File: config.mk
export PLATFORM = sky130hd
export DESIGN_NAME = bus_loader
export DESIGN_NICKNAME = d
export VERILOG_FILES = /design/src/rtl/bus_loader.sv
export SDC_FILE = /design/constraint.sdc
export NUM_CORES = 1
export LEC_CHECK = 0
export ABC_AREA = 1
export CORE_MARGIN = 10
export CORE_UTILIZATION = 45
export DETAILED_ROUTE_END_ITERATION = 12
export GPL_TIMING_DRIVEN = 0
export PLACE_DENSITY = 0.72
export SYNTH_ARGS = -nofsm -noshare
export SYNTH_HDL_FRONTEND = slang
export SYNTH_SLANG_ARGS = --single-unit
File: constraint.sdc
create_clock -name clk -period 4.8 [get_ports clk]
set_input_delay 0.96 -clock clk [delete_from_list [all_inputs] [get_ports clk]]
set_output_delay 0.96 -clock clk [all_outputs]
set_load 0.02 [all_outputs]
File: src/rtl/bus_loader.sv
`default_nettype none
// ============================================================================
//  Module   : bus_loader
//  Purpose  : Serial-command bus initiator. Reads command bytes from a UART
//             receive FIFO and performs single-word memory bus transactions:
//               'W' + addr[4] + data[4] -> bus write, answers ACK_BYTE
//               'R' + addr[4]           -> bus read, answers 4 data bytes
//               anything else           -> answers NAK_BYTE
//             Multi-byte fields are little-endian; the address is a byte
//             address and only its word part [31:2] reaches the bus.
//  Ports    : clk       - clock, rising edge
//             reset     - asynchronous active-low reset
//             rx_data   - head byte of receive FIFO (valid when !rx_empty)
//             rx_empty  - receive FIFO empty
//             rd_uart   - receive FIFO pop strobe
//             tx_data   - byte pushed into the transmit FIFO
//             tx_full   - transmit FIFO full
//             wr_uart   - transmit FIFO push strobe
//             bus_addr  - word address
//             bus_wdata - write data
//             bus_rdata - read data, valid the cycle after bus_re
//             bus_re    - read strobe (one cycle)
//             bus_we    - write strobe (one cycle)
//             busy      - high whenever a command is in progress
//  Revision : 1.0 - initial release
// ============================================================================
module bus_loader #(
  parameter logic [7:0] ACK_BYTE = 8'h06,
  parameter logic [7:0] NAK_BYTE = 8'h15
) (
  input  logic        clk,
  input  logic        reset,
  input  logic [7:0]  rx_data,
  input  logic        rx_empty,
  output logic        rd_uart,
  output logic [7:0]  tx_data,
  input  logic        tx_full,
  output logic        wr_uart,
  output logic [29:0] bus_addr,
  output logic [31:0] bus_wdata,
  input  logic [31:0] bus_rdata,
  output logic        bus_re,
  output logic        bus_we,
  output logic        busy
);

  localparam logic [7:0] C_CMD_WRITE = 8'h57;
  localparam logic [7:0] C_CMD_READ  = 8'h52;

  typedef enum logic [3:0] {
    S_IDLE    = 4'd0,
    S_ADDR    = 4'd1,
    S_DATA    = 4'd2,
    S_WRITE   = 4'd3,
    S_READ    = 4'd4,
    S_CAPTURE = 4'd5,
    S_SEND    = 4'd6,
    S_ACK     = 4'd7,
    S_NAK     = 4'd8
  } state_t;

  state_t      r_state;
  state_t      w_state_nxt;
  logic [1:0]  r_cnt;
  logic [1:0]  w_cnt_nxt;
  logic        r_cmd_wr;      // latched command: 1 = write, 0 = read
  // Only the word part of the address is ever needed, so bits [1:0] of the
  // first address byte are never stored.
  logic [23:2] r_addr_buf;
  logic [23:0] r_data_buf;
  logic [31:0] r_rdata;

  // --------------------------------------------------------------------------
  // State register
  // --------------------------------------------------------------------------
  always_ff @(posedge clk or negedge reset) begin
    if (!reset) begin
      r_state <= S_IDLE;
      r_cnt   <= 2'd0;
    end else begin
      r_state <= w_state_nxt;
      r_cnt   <= w_cnt_nxt;
    end
  end

  // --------------------------------------------------------------------------
  // Next-state and strobe logic
  // --------------------------------------------------------------------------
  always_comb begin
    w_state_nxt = r_state;
    w_cnt_nxt   = r_cnt;
    rd_uart     = 1'b0;
    wr_uart     = 1'b0;
    tx_data     = 8'h00;
    bus_re      = 1'b0;
    bus_we      = 1'b0;
    case (r_state)
      S_IDLE: begin
        // The FSM sits in IDLE while reset is held, so the pop strobe is
        // additionally qualified by reset to stay quiet during reset.
        rd_uart = ~rx_empty & reset;
        if (!rx_empty) begin
          w_cnt_nxt = 2'd0;
          if (rx_data == C_CMD_WRITE || rx_data == C_CMD_READ) begin
            w_state_nxt = S_ADDR;
          end else begin
            w_state_nxt = S_NAK;
          end
        end
      end
      S_ADDR: begin
        rd_uart = ~rx_empty;
        if (!rx_empty) begin
          w_cnt_nxt = r_cnt + 2'd1;    // wraps 3 -> 0 on the last byte
          if (r_cnt == 2'd3) begin
            w_state_nxt = r_cmd_wr ? S_DATA : S_READ;
          end
        end
      end
      S_DATA: begin
        rd_uart = ~rx_empty;
        if (!rx_empty) begin
          w_cnt_nxt = r_cnt + 2'd1;
          if (r_cnt == 2'd3) begin
            w_state_nxt = S_WRITE;
          end
        end
      end
      S_WRITE: begin
        bus_we      = 1'b1;
        w_state_nxt = S_ACK;
      end
      S_READ: begin
        bus_re      = 1'b1;
        w_state_nxt = S_CAPTURE;
      end
      S_CAPTURE: begin
        w_cnt_nxt   = 2'd0;
        w_state_nxt = S_SEND;
      end
      S_SEND: begin
        tx_data = r_rdata[{r_cnt, 3'b000} +: 8];
        wr_uart = ~tx_full;
        if (!tx_full) begin
          w_cnt_nxt = r_cnt + 2'd1;
          if (r_cnt == 2'd3) begin
            w_state_nxt = S_IDLE;
          end
        end
      end
      S_ACK: begin
        tx_data = ACK_BYTE;
        wr_uart = ~tx_full;
        if (!tx_full) begin
          w_state_nxt = S_IDLE;
        end
      end
      S_NAK: begin
        tx_data = NAK_BYTE;
        wr_uart = ~tx_full;
        if (!tx_full) begin
          w_state_nxt = S_IDLE;
        end
      end
      default: begin
        w_state_nxt = S_IDLE;
      end
    endcase
  end

  assign busy = (r_state != S_IDLE);

  // --------------------------------------------------------------------------
  // Datapath registers. The bus-facing address/data registers are loaded only
  // when the final field byte arrives, so they never show a half-assembled
  // value and hold their last value between transactions.
  // --------------------------------------------------------------------------
  always_ff @(posedge clk or negedge reset) begin
    if (!reset) begin
      r_cmd_wr   <= 1'b0;
      r_addr_buf <= '0;
      r_data_buf <= '0;
      r_rdata    <= '0;
      bus_addr   <= '0;
      bus_wdata  <= '0;
    end else begin
      if (r_state == S_IDLE && rd_uart) begin
        r_cmd_wr <= (rx_data == C_CMD_WRITE);
      end
      if (r_state == S_ADDR && rd_uart) begin
        case (r_cnt)
          2'd0:    r_addr_buf[7:2]   <= rx_data[7:2];
          2'd1:    r_addr_buf[15:8]  <= rx_data;
          2'd2:    r_addr_buf[23:16] <= rx_data;
          default: bus_addr          <= {rx_data, r_addr_buf};
        endcase
      end
      if (r_state == S_DATA && rd_uart) begin
        case (r_cnt)
          2'd0:    r_data_buf[7:0]   <= rx_data;
          2'd1:    r_data_buf[15:8]  <= rx_data;
          2'd2:    r_data_buf[23:16] <= rx_data;
          default: bus_wdata         <= {rx_data, r_data_buf};
        endcase
      end
      if (r_state == S_CAPTURE) begin
        r_rdata <= bus_rdata;
      end
    end
  end

endmodule
`default_nettype wire

# Word level (Yosys, flattened, before mapping)
# Cells that the tools add are included.
[word_totals] reg_bits=147 input_bits=44 out_inout_bits=75 elab_cells=82
[op_classes] addsub=1 n_eq_ne=22 shift=1 mux=20 bitwise=4 n_reduce_logical=22
[ops] operator="$mux W4" count=9
[ops] operator="$pmux W4 S8" count=1
[ops] operator="$shiftx A32 B6 Y8" count=1
[ops] operator="$pmux W8 S3" count=1
[ops] operator="$ne A2 B2 Y1 const B" count=9
[ops] operator="$eq A4 B3 Y1 const B" count=4
[ops] operator="$eq A8 B7 Y1 const B" count=2
[ops] operator="$reduce_and A2 Y1" count=8
[ops] operator="$eq A4 B2 Y1 const B" count=2
[ops] operator="$pmux W2 S4" count=1
[ops] operator="$reduce_and A8 Y1" count=1
[ops] operator="$reduce_bool A4 Y1" count=2
[ops] operator="$mux W2" count=3
[ops] operator="$reduce_or A3 Y1" count=2
[ops] operator="$eq A2 B2 Y1 const B" count=2
[ops] operator="$eq A4 B1 Y1 const B" count=1
[ops] operator="$eq A4 B4 Y1 const B" count=1
[ops] operator="$logic_not A4 Y1" count=1
[ops] operator="$reduce_and A4 Y1" count=1
[ops] operator="$reduce_or A2 Y1" count=2
[ops] operator="$logic_and A1 B1 Y1" count=3
[ops] operator="$mux W1" count=3
[ops] operator="$mux W3" count=1
[ops] operator="$not A1 Y1" count=3
[ops] operator="other kinds (6)" count=6

# Logic depth before layout (Yosys ltp)
# Gate-level depths: netlist of run 1.
[logic_depth] ltp_word=5 depth_mapped=9 ltp_nobuf=9

# Worst setup path after synthesis of run 1
# OpenSTA, ideal clock, no wires.
[synth_path] path_type="input port to output port" startpoint="in rx_empty" endpoint="out rd_uart" arrival_time_ps=1462 t_required_ps=3840 path_slack_ps=2378 cell_stages=3 n_path_buf=0 cell_sequence="inv_1 > nand3_1 > nand2_1"
[synth_between] elab_chain_len=3
[synth_lines] item="start: declaration" line_no="34" text="input logic rx_empty,"
[synth_lines] item="$not A1 Y1 *" line_no="101, 112, 121"
[synth_lines] item="$and A1 B1 Y1" line_no="101" text="rd_uart = ~rx_empty & reset;"
[synth_lines] item="$pmux W1 S2 *" line_no="97" text="case (r_state)"
[synth_lines] item="end: declaration" line_no="35" text="output logic rd_uart,"
# Every way passes the cells marked *; elsewhere a longest branch is shown, timed or not.

# Worst setup path in the final report of run 1
[layout_path] startpoint="reg r_cnt[1]" endpoint="out tx_data[5]"
[layout_between] elab_chain_len=2
[layout_lines] item="start: declaration" line_no="64" text="logic [1:0] r_cnt;"
[layout_lines] item="start signal: assignment" line_no="82" text="r_cnt <= w_cnt_nxt;"
[layout_lines] item="$shiftx A32 B6 Y8" line_no="142" text="tx_data = r_rdata[{r_cnt, 3'b000} +: 8];"
[layout_lines] item="$pmux W8 S3" line_no="97"
[layout_lines] item="end: declaration" line_no="36" text="output logic [7:0] tx_data,"
# Every way passes these cells.

==> results of run 1 <==
-- final cells by class --
class / instances / area, um2 / area share [%]
Inverter: 27 / 101.3 / 1.224
Multi-Input combinational cell: 460 / 2342 / 28.29
Timing Repair Buffer: 117 / 1190 / 14.37
Sequential cell: 147 / 3679 / 44.43
Clock inverter: 15 / 148.9 / 1.798
Tap cell: 180 / 225.2 / 2.720
Buffer: 32 / 167.7 / 2.025
Clock buffer: 17 / 425.4 / 5.138
-- power groups by stage --
stage	registers, mW	logic (mW)	clock network, mW
2_1_floorplan	1.34	0.259	0
3_3_place_gp	1.35	0.423	0
3_5_place_dp	1.35	0.434	0
4_1_cts	1.32	0.438	1.30
5_1_grt	1.33	0.484	1.35
6_report	1.33	0.435	1.28
-- per-stage QoR --
| stage | power, mW | util, % | setup TNS, ns | cell area [um2] |
|---|---|---|---|---|
| floorplan | 1.597 | - | 0 | 6290 |
| global placement | 1.769 | 55.73 | -411.13 | 7676 |
| detailed placement | 1.782 | 55.94 | 0 | 7705 |
| CTS | 3.064 | 60.11 | 0 | 8279 |
| global route | 3.169 | 60.11 | 0 | 8279 |
| finish | 3.040 | 60.11 | 0 | 8279 |
-- worst max-delay path by stage --
stage	slack, ns	to
after floorplan	2.38	rd_uart
after global placement	-3.70	rd_uart
after detailed placement	1.29	rd_uart
after CTS	1.08	tx_data[7]
after global routing	0.88	tx_data[7]
final	1.14	tx_data[5]
-- per-layer routing --
| layer | global-route usage [%] | routed length [um] | up-vias |
|---|---|---|---|
| met3 | 5.856 | 1100 | 19 |
| met5 | 0 | 0 | - |
| met1 | 21.13 | 7064 | 2458 |
| li1 | - | - | 2442 |
| met2 | 27.36 | 7720 | 177 |
| met4 | 5.494 | 246 | 0 |
-- state kept, by name (all words and copies together), names as in the netlist --
name / cells
bus_addr: 30
bus_wdata: 32
r_addr_buf: 22
r_cmd_wr: 1
r_cnt: 2
r_data_buf: 24
r_rdata: 32
r_state: 4
-- cells in the final DEF (no fill, tap or decap), types with 2 or more instances in the layout --
cell type,instances
clkbuf_1,14
inv_6,6
clkbuf_16,17
clkinv_1,5
a21oi_2,3
buf_6,2
nand2_1,170
inv_1,19
nor2_2,5
dfrtp_1,147
buf_4,8
o21ai_1,2
o21ai_0,76
nor2_8,2
clkinv_4,2
ha_1,4
a21oi_1,49
nand3_1,24
nor2_4,5
clkdlybuf4s50_1,115
nor2_1,77
buf_2,8
mux2_2,32
nand2_2,3
clkinvlp_4,5
inv_2,3
-- critical path, cell delays in order, from the launching register on --
cell             delay, ns
dfrtp_1               0.37
clkbuf_1              0.39
clkinv_1              0.40
nor2_1                0.17
o21ai_0               0.10
a21oi_1               0.19
clkdlybuf4s50_1       0.64
-- cells by family (layout without fill, tap and decap cells) --
group | count (synthesis) | count (layout) | share of synthesized area [%]
adders and majority gates | 4 | 4 | 0.7957
and+or+nand+nor | 292 | 292 | 19.95
xor gates and xnor gates | 1 | 1 | 0.1393
DFF | 147 | 147 | 58.48
muxes | 32 | 32 | 5.729
AOI/OAI and AO/OA | 131 | 131 | 10.62
buffers and inverters | 59 | 208 | 4.277
==> results.py, run 1 <==
metrics = {
    "outcome": {
        "status": "finished, violations left",
        "violations": "design-rule violations",
    },
    "power_and_ir_drop": {
        "swShare_pct": 28.56,
        "power.share.clock_pct": 42.1,
        "p_switching_uw": 868.2,
        "power_leakage_nw": 4.088,
        "internal-power_mw": 2.172,
        "comb_power_share_pct": 14.3,
        "peakVddDrop_mv": 0.2111,
        "power.density_mw_per_mm2": 367.2,
        "pwr-share-seq_pct": 43.6,
    },
    "sta": {
        "hold_ws_ns": 0.4608,
        "fin_crit_ns": 3.655,
        "tightest_slew_ns": 0.6223,
        "relSlewSlack_pct": 58.51,
        "drv_slew": 0,
        "fmax_mhz": 273.6,
        "rsz0062_at_grt": "no",
        "finalCritPeriodShare_pct": 76.15,
        "finalSetupViolCount": 0,
        "finalWorstSetupSlack_ns": 1.145,
        "finalHoldViolations": 0,
        "final.setup_skew_ns": 0.007860,
    },
    "synthesis": {
        "yosysMostFrequentCell": "nand2_1",
        "synth_nets": 714,
        "synth_cells": 666,
        "synthDistinctLibCells": 30,
        "ys_seq_area_share_pct": 58.48,
        "ys.flop_type": "dfrtp_1",
        "synthTopCellsByArea": "dfrtp_1 (58%), nand2_1 (10%), o21ai_0 (6.0%), mux2_2 (5.7%), nor2_1 (4.6%)",
        "ys_ff_latch": 147,
        "yosysTopAreaCellShare_pct": 58.48,
        "avgSynthCellArea_um2": 9.444,
        "async_flop_share_pct": 100.0,
        "yosys-top-cells-count": "nand2_1 (170), dfrtp_1 (147), nor2_1 (77), o21ai_0 (76), a21oi_1 (49)",
        "synth-edff-count": 0,
        "yosysWarnings": 0,
        "yosysTopAreaCell": "dfrtp_1",
        "syn-cell-area_mm2": 0.006290,
    },
    "drt": {
        "wl_per_cell_um": 16.21,
        "drc": 1,
        "postRouteAntennaNets": 0,
        "num_vias": 5096,
        "first_iter_violations": 414,
        "dr.pass1.iters": 10,
        "drt-total-wl_um": 16130,
        "viasPerCell": 5.122,
    },
    "global_routing": {
        "grt_pass1_wl_um": 27080,
        "first_global_vias": 5321,
        "antenna_found_initial": 0,
        "track_usage_pct": 17.06,
        "grt_max_degree": 84,
        "overflow": 0,
    },
    "setup_path": {
        "cp-startpoint": "r_cnt[1]",
        "start_kind": "flip-flop",
        "worstSetupPathType": "reg -> out",
        "arrival_ns": 2.70,
        "timing.rr.start": "r_cnt[1]",
        "cp-end-kind": "primary output",
        "reg2reg_to": "r_data_buf[6]",
        "r2r_slack_ns": 2.48,
        "critPathMaxFanout": 10,
        "required_ns": 3.84,
        "reg2regPathDepth": 8,
    },
    "die": {
        "die_area_mm2": 0.01911,
        "initial_core_util_pct": 45.67,
        "die_height_um": 138.2,
        "dieWidth_um": 138.2,
        "fp-row-count": 43,
        "ios": 119,
        "core_area_mm2": 0.01377,
    },
    "run": {
        "drv_cap": 0,
    },
    "clocking": {
        "insertion_delay_ns": 0.43,
        "cts_sinks": 147,
        "cts-hold-fix-buffers": 0,
        "cts_tree": "built",
        "postCtsSetupBuffers": 0,
        "clockBufferDepth": 2,
        "h-tree-depth": 4,
        "path_clk_slew_ns": 0.06,
        "cts_root_buf": "clkbuf_16",
        "cts_buffers": 17,
        "cts-resized-gates": 0,
    },
    "placement": {
        "port_buffers": 116,
        "placedCellCount": 963,
        "gp_congestion": 0.8007,
        "post-place-ws_ns": 1.292,
        "dpl.hpwl_um": 11730,
    },
    "worst_hold_path": {
        "holdPathEnd": "bus_addr[3]",
        "hold_depth": 2,
        "min_from": "r_addr_buf[5]",
        "hp-class": "reg -> reg",
    },
    "finish": {
        "antenna_cells": 0,
        "nets": 850,
        "fin_cells": 995,
        "nFillCells": 1188,
        "area_growth_syn_to_layout_pct": 31.63,
        "drive_gt1_share_pct": 13.13,
    },
}
No activity file was read; power rests on OpenSTA's default activity.
==> inputs of run 2 (changes only) <==
--- a/config.mk
+++ b/config.mk
@@ -10,7 +10,7 @@
 export CORE_UTILIZATION = 45
 export DETAILED_ROUTE_END_ITERATION = 12
 export GPL_TIMING_DRIVEN = 0
-export PLACE_DENSITY = 0.72
+export PLACE_DENSITY = 0.74
 export SYNTH_ARGS = -nofsm -noshare
 export SYNTH_HDL_FRONTEND = slang
 export SYNTH_SLANG_ARGS = --single-unit
==> constraint.sdc (replaced) <==
create_clock -name clk -period 2.94 [get_ports clk]
set_input_delay 0.588 -clock clk [delete_from_list [all_inputs] [get_ports clk]]
set_output_delay 0.588 -clock clk [all_outputs]
set_load 0.02 [all_outputs]
==> run 2 against run 1 <==
The flow now finishes without violations; clock-buffer cell count increased by 6; sequential power rose by 63%; wire length up 1.8%; critical endpoint is now rd_uart; largest cell class unchanged.
==> results.py, run 2 (synthesis results as in run 1) <==
metrics = {
    "outcome": {
        "status": "finished clean",
    },
    "setup_path": {
        "worstSetupPathType": "reg -> out",
        "reg2reg_to": "r_data_buf[6]",
        "r2r_slack_ns": 0.89,
        "cp-startpoint": "r_state[2]",
        "required_ns": 2.35,
        "critical-path-top-delay-family": "buffers and inverters",
        "start_kind": "flip-flop",
        "arrival_ns": 2.23,
        "slowest_delay_ns": 0.61,
        "reg2regPathDepth": 9,
        "critPathMostFrequentCell": "nand2_1",
        "worstPathCellList": "inv_1, nand2_1, nor2_2, nand3_1, nand2_1, clkdlybuf4s50_1",
        "timing.rr.start": "r_cnt[0]",
        "cp-end-kind": "primary output",
        "critPathMaxFanout": 4,
        "cp_slowest_cell": "clkdlybuf4s50_1",
        "cp_num_buf_inv": 2,
    },
    "finish": {
        "final_cell_mix": "nand2_1 (170), dfrtp_1 (145), clkdlybuf4s50_1 (106)",
        "area_growth_syn_to_layout_pct": 32.64,
        "final_common_cell": "nand2_1",
        "nets": 850,
        "fin_area_mm2": 0.008343,
        "fin_cells": 995,
        "antenna_cells": 0,
        "drive_gt1_share_pct": 13.74,
        "reg.largest.list": "bus_wdata x32, r_rdata x32, bus_addr x30",
    },
    "placement": {
        "post-place-ws_ns": -0.1390,
        "place_area_mm2": 0.007705,
        "port_buffers": 116,
        "dpl.hpwl_um": 11910,
        "gp_congestion": 0.8088,
        "placedCellCount": 963,
    },
    "sta": {
        "relSlewSlack_pct": 62.27,
        "finalWorstSetupSlack_ns": 0.1220,
        "tightest_slew_ns": 0.5659,
        "fmax_mhz": 354.9,
        "setup_tns_ns": 0,
        "final.setup_skew_ns": 0.008075,
        "fin_crit_ns": 2.818,
        "rsz0062_at_grt": "no",
        "finalSetupViolCount": 0,
        "finalCritPeriodShare_pct": 95.85,
        "drv_slew": 0,
        "finalHoldViolations": 0,
    },
    "power_and_ir_drop": {
        "peakVddDrop_mv": 0.3711,
        "power.share.clock_pct": 42.1,
        "power_leakage_nw": 4.222,
        "internal-power_mw": 3.679,
        "power.density_mw_per_mm2": 600.1,
        "total_power_mw": 5.006,
        "pwr-share-seq_pct": 43.3,
        "comb_power_share_pct": 14.6,
        "p_switching_mw": 1.327,
        "swShare_pct": 26.51,
    },
    "drt": {
        "drt-total-wl_um": 16420,
        "postRouteAntennaNets": 0,
        "dr.pass1.iters": 6,
        "viasPerCell": 5.227,
        "drc": 0,
        "first_iter_violations": 546,
        "wl_per_cell_um": 16.50,
        "num_vias": 5201,
    },
    "clocking": {
        "h-tree-depth": 4,
        "cts_sinks": 147,
        "postCtsSetupBuffers": 0,
        "path_clk_slew_ns": 0.06,
        "clockBufferDepth": 2,
        "cts_tree": "built",
        "cts_root_buf": "clkbuf_16",
        "insertion_delay_ns": 0.42,
        "cts_buffers": 17,
    },
    "global_routing": {
        "overflow": 0,
        "antenna_found_initial": 0,
        "track_usage_pct": 17.01,
        "grt_max_degree": 77,
        "first_global_vias": 5335,
        "grt_pass1_wl_um": 26970,
    },
    "worst_hold_path": {
        "hp-class": "in -> async",
    },
    "die": {
        "die_area_mm2": 0.01911,
        "die_height_um": 138.2,
        "core_area_mm2": 0.01377,
        "ios": 119,
        "initial_core_util_pct": 45.67,
        "dieWidth_um": 138.2,
        "fp-row-count": 43,
    },
    "run": {
        "drv_cap": 0,
    },
}
==> run 2: layout make-up <==
cell class,instances,area [um2]
Clock inverter,9,103.9
Fill cell,1187,5430
Buffer,31,171.4
Tap cell,180,225.2
Clock buffer,23,478.0
Timing Repair Buffer,118,1235
Sequential cell,147,3681
Inverter,27,103.9
Multi-Input combinational cell,460,2345
==> run 2: worst max path at each step <==
stage	end	cells past startpoint
after CTS	tx_data[3]	6
after global routing	rd_uart	6
after global placement	rd_uart	4
after detailed placement	rd_uart	5
final	rd_uart	6
after floorplan	tx_data[3]	5
==> run 2: power by group through the flow <==
stage	Combinational, mW	Sequential, mW	Clock [mW]
after floorplan	0.422	2.18	0
after global routing	0.816	2.17	2.23
final	0.730	2.17	2.11
after CTS	0.730	2.16	2.13
after detailed placement	0.712	2.20	0
after global placement	0.691	2.20	0
==> run 2: stage by stage <==
step | util, % | hold WS (ns)
final | 60.57 | 0.06334
after global routing | 60.57 | 0.09453
after CTS | 60.23 | 0.07677
after detailed placement | 55.94 | 0.4570
after global placement | 55.73 | 0.4538
after floorplan | - | 0.2924
==> run 2: what timing repair did <==
action / CTS / global route
cloned: 0 / 1
hold buffers: 0 / 0
endpoints found under the setup margin: 10 / 7
resized for setup: 11 / 11
==> run 2: per-layer routing <==
metal  routed length [um]  vias up  share of wire (%)  global-route usage [%]
met2                 7922      200                 48                   27.76
li1                     -     2450                  -                       -
met3                 1167       33                7.1                   5.890
met4                  397        0                2.4                   6.604
met5                    0        -                  0                       0
met1                 6928     2518                 42                   20.17
==> inputs of run 3 (changes only) <==
--- a/config.mk
+++ b/config.mk
@@ -6,11 +6,13 @@
 export NUM_CORES = 1
 export LEC_CHECK = 0
 export ABC_AREA = 1
+export CELL_PAD_IN_SITES_DETAIL_PLACEMENT = 1
+export CELL_PAD_IN_SITES_GLOBAL_PLACEMENT = 1
 export CORE_MARGIN = 10
-export CORE_UTILIZATION = 45
+export CORE_UTILIZATION = 36
 export DETAILED_ROUTE_END_ITERATION = 12
 export GPL_TIMING_DRIVEN = 0
-export PLACE_DENSITY = 0.74
+export PLACE_DENSITY = 0.77
 export SYNTH_ARGS = -nofsm -noshare
 export SYNTH_HDL_FRONTEND = slang
 export SYNTH_SLANG_ARGS = --single-unit
==> run 3 against run 2 <==
Register-to-register slack hardly changed; wire length increased by 12%; critical path depth stayed put; clock-buffer cell count down 5; clock power barely moved; first-iteration DRC count is 54% lower; final area up 0.70%; highest routed layer unchanged; sequential share of layout area down 0.32 points; non-clock buffer count rose by 1.
==> results.py, run 3 (synthesis results as in run 1) <==
metrics = {
    "drt": {
        "wl_per_cell_um": 17.73,
        "postRouteAntennaNets": 0,
        "num_vias": 5114,
        "viasPerCell": 4.917,
        "dr.pass1.iters": 4,
        "drt-total-wl_um": 18440,
        "first_iter_violations": 249,
        "drc": 0,
    },
    "global_routing": {
        "grt_max_degree": 79,
        "overflow": 0,
        "grt_pass1_wl_um": 30080,
        "first_global_vias": 5610,
        "antenna_found_initial": 0,
        "track_usage_pct": 15.89,
    },
    "setup_path": {
        "reg2reg_to": "r_data_buf[6]",
        "cp-startpoint": "r_state[2]",
        "r2r_slack_ns": 0.88,
        "worstSetupPathType": "reg -> out",
        "required_ns": 2.35,
        "start_kind": "flip-flop",
        "timing.rr.start": "r_cnt[0]",
        "critPathMaxFanout": 4,
        "reg2regPathDepth": 9,
        "arrival_ns": 2.22,
        "cp-end-kind": "primary output",
    },
    "finish": {
        "final_common_cell": "nand2_1",
        "area_growth_syn_to_layout_pct": 33.58,
        "final_cell_mix": "nand2_1 (170), dfrtp_1 (146), clkdlybuf4s50_1 (106)",
        "antenna_cells": 0,
        "reg.largest.list": "bus_wdata x32, r_rdata x32, bus_addr x30",
        "nets": 851,
        "drive_gt1_share_pct": 13.99,
        "nFillCells": 1940,
    },
    "outcome": {
        "status": "finished clean",
    },
    "sta": {
        "drv_slew": 0,
        "fmax_mhz": 355.5,
        "setup_tns_ns": 0,
        "relSlewSlack_pct": 60.34,
        "finalSetupViolCount": 0,
        "finalCritPeriodShare_pct": 95.67,
        "finalHoldViolations": 0,
        "final.setup_skew_ns": 0.01229,
        "tightest_slew_ns": 0.5948,
        "fin_crit_ns": 2.813,
        "rsz0062_at_grt": "no",
    },
    "die": {
        "dieWidth_um": 152.2,
        "initial_core_util_pct": 36.49,
        "die_height_um": 152.2,
        "ios": 119,
        "fp-row-count": 48,
        "die_area_mm2": 0.02316,
        "core_area_mm2": 0.01724,
    },
    "power_and_ir_drop": {
        "total_power_mw": 5.032,
        "power.density_mw_per_mm2": 598.9,
        "peakVddDrop_mv": 0.4835,
        "power_leakage_nw": 4.228,
    },
    "clocking": {
        "insertion_delay_ns": 0.43,
        "cts-hold-fix-buffers": 0,
        "cts_sinks": 147,
        "cts_tree": "built",
        "h-tree-depth": 4,
        "cts_root_buf": "clkbuf_16",
        "path_clk_slew_ns": 0.06,
        "cts_buffers": 17,
        "clockBufferDepth": 2,
    },
    "run": {
        "drv_cap": 0,
    },
    "placement": {
        "gp_congestion": 0.7970,
        "dpl.hpwl_um": 13590,
        "port_buffers": 116,
    },
    "worst_hold_path": {
        "hp-class": "in -> async",
    },
}
-- run 3: cell types whose count changed in the layout (fill, tap and decap cells not counted), sizes merged --
cell,delta
inv,+2
clkbuf,-4
clkinv,+2
-- run 3: final cells by class --
type                            instances  area (um2)  share of cell area (%)
Clock buffer                           18       439.2                   5.227
Inverter                               27       107.6                   1.281
Buffer                                 32       178.9                   2.130
Sequential cell                       147        3680                   43.80
Tap cell                              225       281.5                   3.351
Timing Repair Buffer                  118        1235                   14.70
Multi-Input combinational cell        460        2345                   27.91
Clock inverter                         13       135.1                   1.608
-- run 3: power breakdown --
part | leakage, nW | switching (mW) | internal, mW
clock network | 0.282 | 0.855 | 1.26
registers | 1.97 | 0.0644 | 2.10
logic | 1.98 | 0.479 | 0.270
-- run 3: worst max-delay path, cell delays in order, from the launching register on --
cell and delay, ns:
dfrtp_1 0.43, inv_1 0.17, nand2_1 0.13, nor2_2 0.20
nand3_1 0.14, nand2_1 0.11, clkdlybuf4s50_1 0.61
-- run 3: worst max-delay path by stage --
| stage | end | slack (ns) | depth (start not counted) |
|---|---|---|---|
| finish | rd_uart | 0.13 | 6 |
| global route | rd_uart | 0.01 | 6 |
| detailed placement | rd_uart | -0.16 | 5 |
| CTS | wr_uart | 0.01 | 7 |
| global placement | rd_uart | -4.92 | 4 |
| floorplan | tx_data[3] | 0.91 | 5 |
-- run 3: metal layers --
layer | vias to the layer above | share of wire, % | track usage [%]
met4 | 0 | 1.3 | 4.402
met3 | 21 | 5.5 | 4.347
met5 | - | 0 | 0
li1 | 2444 | - | -
met2 | 120 | 50 | 27.38
met1 | 2529 | 43 | 18.99
-- run 3: metrics by stage --
| step | std cells | util (%) | setup WS, ns | cell area (um2) | hold WS [ns] |
|---|---|---|---|---|---|
| after detailed placement | 1008 | 45.03 | -0.1644 | 7761 | 0.4640 |
| after global placement | 1007 | 44.86 | -4.924 | 7732 | 0.4551 |
| final | 1040 | 48.74 | 0.1272 | 8402 | 0.04931 |
| after floorplan | 666 | - | 0.9070 | 6290 | 0.2924 |
| after CTS | 1039 | 48.48 | 0.01290 | 8357 | 0.06115 |
| after global routing | 1040 | 48.74 | 0.01246 | 8402 | 0.07966 |
-- run 3: repair_timing --
action                                  in CTS  in global routing
endpoints found under the setup margin      10                  7
pin swaps                                    0                  0
gates resized for setup                     14                  8
setup buffers                                0                  0
cloned                                       0                  1
